--- src/rtl/dmem_arbiter.sv ---
// Arbitrates the single-port data memory between the CPU MEM stage and a host/loader port.
// CPU wins by default; a host wait counter forces host grants, and the host may lock bursts.
module dmem_arbiter #(
  parameter int ADDR_W   = 8,
  parameter int DATA_W   = 64,
  parameter int MAX_WAIT = 4,
  parameter int MAX_LOCK = 16
) (
  input  logic              clk_i,
  input  logic              rst_ni,
  input  logic              cpu_req_i,
  input  logic              cpu_we_i,
  input  logic [ADDR_W-1:0] cpu_addr_i,
  input  logic [DATA_W-1:0] cpu_wdata_i,
  output logic              cpu_gnt_o,
  output logic              cpu_stall_o,
  output logic              cpu_rvalid_o,
  output logic [DATA_W-1:0] cpu_rdata_o,
  input  logic              host_req_i,
  input  logic              host_we_i,
  input  logic              host_lock_i,
  input  logic [ADDR_W-1:0] host_addr_i,
  input  logic [DATA_W-1:0] host_wdata_i,
  output logic              host_gnt_o,
  output logic              host_rvalid_o,
  output logic [DATA_W-1:0] host_rdata_o,
  output logic              mem_re_o,
  output logic              mem_we_o,
  output logic [ADDR_W-1:0] mem_addr_o,
  output logic [DATA_W-1:0] mem_wdata_o,
  input  logic [DATA_W-1:0] mem_rdata_i
);

  localparam int WAIT_W = $clog2(MAX_WAIT + 1);
  localparam int LOCK_W = $clog2(MAX_LOCK + 1);
  localparam logic [WAIT_W-1:0] WAIT_LIM = WAIT_W'(MAX_WAIT);
  localparam logic [LOCK_W-1:0] LOCK_LIM = LOCK_W'(MAX_LOCK);

  typedef enum logic {
    ST_ARB  = 1'b0,
    ST_LOCK = 1'b1
  } state_t;

  typedef enum logic [1:0] {
    OWN_NONE = 2'd0,
    OWN_CPU  = 2'd1,
    OWN_HOST = 2'd2
  } owner_t;

  state_t              state_q, state_d;
  logic [WAIT_W-1:0]   wait_cnt_q, wait_cnt_d;
  logic [LOCK_W-1:0]   lock_cnt_q, lock_cnt_d;
  owner_t              rd_owner_p0, rd_owner_p1;
  logic                cpu_gnt, host_gnt;

  // Grant stage: decide the owner of the memory port this cycle
  always_comb begin
    cpu_gnt    = 1'b0;
    host_gnt   = 1'b0;
    state_d    = state_q;
    wait_cnt_d = wait_cnt_q;
    lock_cnt_d = lock_cnt_q;
    unique case (state_q)
      ST_ARB: begin
        if (host_req_i && (wait_cnt_q == WAIT_LIM)) begin
          host_gnt = 1'b1;
        end else if (cpu_req_i) begin
          cpu_gnt = 1'b1;
        end else if (host_req_i) begin
          host_gnt = 1'b1;
        end
        if (host_req_i && !host_gnt) begin
          wait_cnt_d = (wait_cnt_q == WAIT_LIM) ? wait_cnt_q : wait_cnt_q + WAIT_W'(1);
        end else begin
          wait_cnt_d = '0;
        end
        if (host_gnt && host_lock_i) begin
          state_d    = ST_LOCK;
          lock_cnt_d = LOCK_W'(1);
        end
      end
      ST_LOCK: begin
        // Release cycle hands the port straight to the CPU; the host gets nothing this cycle
        if (!host_lock_i || (lock_cnt_q == LOCK_LIM)) begin
          cpu_gnt    = cpu_req_i;
          state_d    = ST_ARB;
          lock_cnt_d = '0;
          wait_cnt_d = '0;
        end else if (host_req_i) begin
          host_gnt   = 1'b1;
          lock_cnt_d = lock_cnt_q + LOCK_W'(1);
        end
      end
    endcase
  end

  always_comb begin
    mem_re_o    = (cpu_gnt && !cpu_we_i) || (host_gnt && !host_we_i);
    mem_we_o    = (cpu_gnt && cpu_we_i) || (host_gnt && host_we_i);
    mem_addr_o  = '0;
    mem_wdata_o = '0;
    rd_owner_p0 = OWN_NONE;
    if (cpu_gnt) begin
      mem_addr_o  = cpu_addr_i;
      mem_wdata_o = cpu_wdata_i;
      if (!cpu_we_i) rd_owner_p0 = OWN_CPU;
    end else if (host_gnt) begin
      mem_addr_o  = host_addr_i;
      mem_wdata_o = host_wdata_i;
      if (!host_we_i) rd_owner_p0 = OWN_HOST;
    end
  end

  always_ff @(posedge clk_i or negedge rst_ni) begin
    if (!rst_ni) begin
      state_q     <= ST_ARB;
      wait_cnt_q  <= '0;
      lock_cnt_q  <= '0;
      rd_owner_p1 <= OWN_NONE;
    end else begin
      state_q     <= state_d;
      wait_cnt_q  <= wait_cnt_d;
      lock_cnt_q  <= lock_cnt_d;
      rd_owner_p1 <= rd_owner_p0;
    end
  end

  // Return stage: memory data arrives one cycle after the read grant
  assign cpu_gnt_o     = cpu_gnt;
  assign host_gnt_o    = host_gnt;
  assign cpu_stall_o   = cpu_req_i && !cpu_gnt;
  assign cpu_rvalid_o  = (rd_owner_p1 == OWN_CPU);
  assign host_rvalid_o = (rd_owner_p1 == OWN_HOST);
  assign cpu_rdata_o   = cpu_rvalid_o ? mem_rdata_i : '0;
  assign host_rdata_o  = host_rvalid_o ? mem_rdata_i : '0;

endmodule

--- config.mk ---
export PLATFORM = sky130hd
export DESIGN_NAME = dmem_arbiter
export DESIGN_NICKNAME = d
export VERILOG_FILES = /design/src/rtl/dmem_arbiter.sv
export SDC_FILE = /design/constraint.sdc
export NUM_CORES = 1
export LEC_CHECK = 0
export ABC_AREA = 1
export ABC_CLOCK_PERIOD_IN_PS = 1800
export CORE_AREA = 4 4 164 166
export DETAILED_ROUTE_END_ITERATION = 10
export DIE_AREA = 0 0 168 170
export HOLD_SLACK_MARGIN = 0.15
export PLACE_DENSITY = 0.56
export SYNTH_ARGS = -nofsm -noshare
export SYNTH_HDL_FRONTEND = slang
export SYNTH_SLANG_ARGS = --single-unit
export TNS_END_PERCENT = 5
--- constraint.sdc ---
create_clock -name clk_i -period 1.8 [get_ports clk_i]
set_clock_uncertainty 0.15 [all_clocks]
set_input_delay 0.36 -clock clk_i [delete_from_list [all_inputs] [get_ports clk_i]]
set_output_delay 0.36 -clock clk_i [all_outputs]
set_load 0.01 [all_outputs]
==> results.md <==
Run status:
- The flow ran to the end, but the final reports show violations.
- The checks that failed: setup timing.

Drt:
- Dividing the detail-routed wire length by the instance count gives between 15 and 20 um.
- The remaining antenna violation count is 0.
- The detailed router finished its first iteration with slightly below 200 violations.
- The routed design has ~22 mm of wire.
- The detailed-route DRC error count is 0.
- The number of vias per cell after detailed routing is approximately 3.9.
- The total iterations of the first detailed-routing run is 4.
- The via count is around 5.3k.

Pwr:
- Across the VDD grid, the largest voltage drop is ~0.00030 V.
- In this run the static leakage power is between 4 and 5 nW.
- In this run the power density over the cells is around 370 nW/um2.

Synthesis:
- After synthesis, the cell types taking the most area are sky130_fd_sc_hd__nand3_1 (22%), sky130_fd_sc_hd__nor2_1 (17%), sky130_fd_sc_hd__nand2_1 (13%).
- The area of the mapped netlist is 2880 um2.
- Sorting the synthesized cells by how often they occur yields sky130_fd_sc_hd__nor2_1 (133), sky130_fd_sc_hd__nand3_1 (126), sky130_fd_sc_hd__nand2_1 (98).
- Each instance of the synthesized netlist takes up on average 5.17 um2.
- Of the synthesized area, sequential elements account for 0.0955.
- Synthesis produced a netlist whose cell count is around 560.
- Among all flip-flop cells after synthesis, the most frequent one is sky130_fd_sc_hd__dfrtp_1.
- Yosys printed 0 warnings.
- The post-synthesis net count is 776.
- The share of the synthesized area in the top cell type is 0.219.
- The most repeated cell in the gate-level netlist after synthesis is sky130_fd_sc_hd__nor2_1.
- In this run, synthesis produced a sequential element count of 11.
- The number of enable flip-flop cells after synthesis is 0.
- The distinct cell type count of the synthesized netlist is 24.
- The cell accounting for the most synthesized area is sky130_fd_sc_hd__nand3_1.
- The fraction of synthesis flops using an asynchronous set or reset pin is 1.00.

STA:
- Setup violations remaining at the end of the flow were counted as 171.
- The number of max-slew violations in the final report is 0.
- The final critical path time including I/O delays and setup is between 2 and 2.5 ns.
- Setup slack on the critical path of the routed design comes to -0.554 ns.
- For the pin with the worst max-slew slack, the measured transition is slightly below 0.3 ns.
- Static timing analysis puts the maximum clock frequency at about 0.42 GHz.
- The max-slew headroom at the worst pin is 0.802.
- The number of failing hold endpoints at the final stage is 0.
- The share of the clock period used by the worst path after layout is 1.31.
- Setup repair after global routing could not meet its margin everywhere.
- Across all hold checks on the routed design, the worst slack comes to 0.271 ns.

Placement:
- The pre-CTS worst setup slack is -1.02 ns.
- At the end of routability-driven placement, the weighted congestion stood at 0.856.
- The cell area reported after detailed placement is just under 8000 um2.
- During placement, the flow inserted port buffers numbering 421.
- The HPWL after detailed placement is between 15 and 20 mm.

Global route:
- The first global-routing pass estimated 30.1 mm of wire.
- The initial antenna violation count is 0.
- The aggregate global-route resource usage is 0.132.
- Entering global routing, the biggest net connects 66 pins.
- The number of global-route vias before repair is about 5.5k.
- The total overflow left after global routing is 0.

Worst setup path:
- The kind of end point of the critical path is a primary output.
- The most used cell along the critical path is sky130_fd_sc_hd__nand2_2.
- The count of buffering cells on the critical path with inverters included is 5.
- STA classifies the critical path startpoint as a register.
- At the worst endpoint, the required time is about 1.3 ns.
- Among cell families on the critical path, the largest total delay comes from buffers and inverters.
- On the worst path, the slowest cell contributes a delay of about 0.4 ns.
- The top fanout value on the critical path is 7.
- The highest-delay cell along the critical path is sky130_fd_sc_hd__dfrtp_1.
- The critical path goes through inv_2, ha_4, nand2_2, nand2_2, nand2_2, o21ai_4, buf_12, buf_12, clkbuf_16, nand3_1, nand2_2, buf_6.
- At the worst endpoint, the arrival time is between 1.5 and 2 ns.
- The setup path with the least slack is of type register to primary output.

Cells and area:
- The total of fill cells in the finished design is 2830.
- The proportion of layout cells with a drive suffix above 1 is 0.415.
- The final cell utilization of the core is 0.313.
- The area growth from synthesis to final layout is 179%.
- The number of antenna diodes in the final layout is 0.
- The final net count is about 1.3k.
- The finished cells cover between 8000 and 9000 um2.

Clock network:
- The later pin in the worst-skew pair is clocked with a latency of ~0.24 ns.
- TritonCTS built the clock tree.
- The number of H-tree levels is 1.
- The total number of clock tree sinks is 11.
- In this run the deepest clock path goes through 2 buffers.
- The clock tree root driver cell is sky130_fd_sc_hd__clkbuf_16.
- After clock tree synthesis, the clock-pin slew on the worst setup and hold paths is approximately 0.040 ns.
- The number of buffers created by CTS is 3.

Floorplan:
- The die is around 170 um wide.
- Measured along the y axis, the die boundary spans 170 um.
- The I/O pin count is ~420.
- The area of the core region is 25600 um2.
- The number of placement rows is 59.
- The full die area is 28600 um2.
- The initial utilization of the core area, before any placement, comes to 0.112.

Min path:
- The class of the most critical hold timing path is primary input to async pin.

Run:
- The max-cap violation count is 0.
[kinds of logic (layout without fill, tap and decap cells)]
kind of cell | count (synthesis) | in the layout | synth area share
flip-flops | 11 | 11 | 0.0955
AND/OR/NAND/NOR | 397 | 397 | 0.647
AO/OA/AOI/OAI | 11 | 11 | 0.0204
adder cells (fa/ha/maj) | 4 | 4 | 0.0174
XOR/XNOR | 2 | 2 | 0.00608
buffers and inverters | 132 | 607 | 0.213
[repair_timing]
| item | in CTS | in global routing |
|---|---|---|
| setup endpoints to repair | 212 | 215 |
| gates resized for setup | 704 | 232 |
| hold buffers | 0 | 0 |
| setup buffers | 6 | 17 |
| gates cloned | 2 | 4 |
| pin swaps | 9 | 45 |
[final timing paths]
| path | cells past startpoint | endpoint | slack [ns] | from |
|---|---|---|---|---|
| worst min-delay path | 2 | lock_cnt_q[0] | 0.27 | rst_ni |
| worst min register to register | 2 | lock_cnt_q[3] | 0.42 | lock_cnt_q[3] |
| max in group asynchronous | 2 | wait_cnt_q[2] | 1.07 | rst_ni |
| min in group clk_i | 2 | lock_cnt_q[3] | 0.42 | lock_cnt_q[3] |
| worst max register to register | 13 | rd_owner_p1[1] | -0.05 | wait_cnt_q[1] |
| worst max-delay path | 12 | mem_wdata_o[55] | -0.55 | wait_cnt_q[1] |
[power by group]
| part | switching (mW) | total, mW | internal, mW | leakage (nW) |
|---|---|---|---|---|
| clock network | 0.120 | 0.419 | 0.298 | 0.0382 |
| logic | 1.03 | 2.29 | 1.26 | 4.16 |
| registers | 0.0113 | 0.275 | 0.264 | 0.147 |
| total | 1.16 | 2.98 | 1.82 | 4.34 |
[metal layers]
metal	GRT usage	wire length, um	vias up
li1	-	-	2673
met1	0.152	8460	2363
met2	0.243	10600	291
met3	0.0341	2120	20
met4	0.0314	433	0
met5	0	0	-
[placed cells by master (no fill, tap or decap), types with 3 or more instances in the layout]
cell type	instances
sky130_fd_sc_hd__buf_4	59
sky130_fd_sc_hd__dfrtp_1	11
sky130_fd_sc_hd__o21ai_1	3
sky130_fd_sc_hd__buf_6	61
sky130_fd_sc_hd__nand2_2	42
sky130_fd_sc_hd__nor2_4	3
sky130_fd_sc_hd__buf_16	3
sky130_fd_sc_hd__nand3_2	54
sky130_fd_sc_hd__nor2_1	126
sky130_fd_sc_hd__inv_1	76
sky130_fd_sc_hd__buf_2	150
sky130_fd_sc_hd__clkbuf_16	7
sky130_fd_sc_hd__nand3_1	100
sky130_fd_sc_hd__nor2_2	6
sky130_fd_sc_hd__dlymetal6s2s_1	3
sky130_fd_sc_hd__o21ai_0	6
sky130_fd_sc_hd__clkdlybuf4s50_1	211
sky130_fd_sc_hd__dlygate4sd2_1	4
sky130_fd_sc_hd__nand2_4	4
sky130_fd_sc_hd__nand2_1	55
sky130_fd_sc_hd__buf_8	4
sky130_fd_sc_hd__buf_12	12
sky130_fd_sc_hd__clkbuf_2	5
sky130_fd_sc_hd__inv_2	8
[final cells by class]
cell class	count	area [um2]	area share
timing repair buffer	518	4600	0.573
multi-input combinational	414	2330	0.291
tap	335	419	0.0522
inverter	85	322	0.0401
sequential	11	275	0.0343
clock buffer	4	78.8	0.00982
[per-stage QoR]
stage	power [mW]	std cells	setup TNS (ns)
finish	2.98	1367	-39.32
global route	3.18	1367	-55.68
CTS	2.81	1346	-53.38
detailed placement	2.49	1334	-106.82
global placement	2.49	1334	-104.49
floorplan	1.08	557	-3.90
[flip-flops by register name (all words and copies together) (netlist names)]
register and flops:
lock_cnt_q 5, wait_cnt_q 3, rd_owner_p1 2, state_q 1
(Power assumes the default switching activity.)
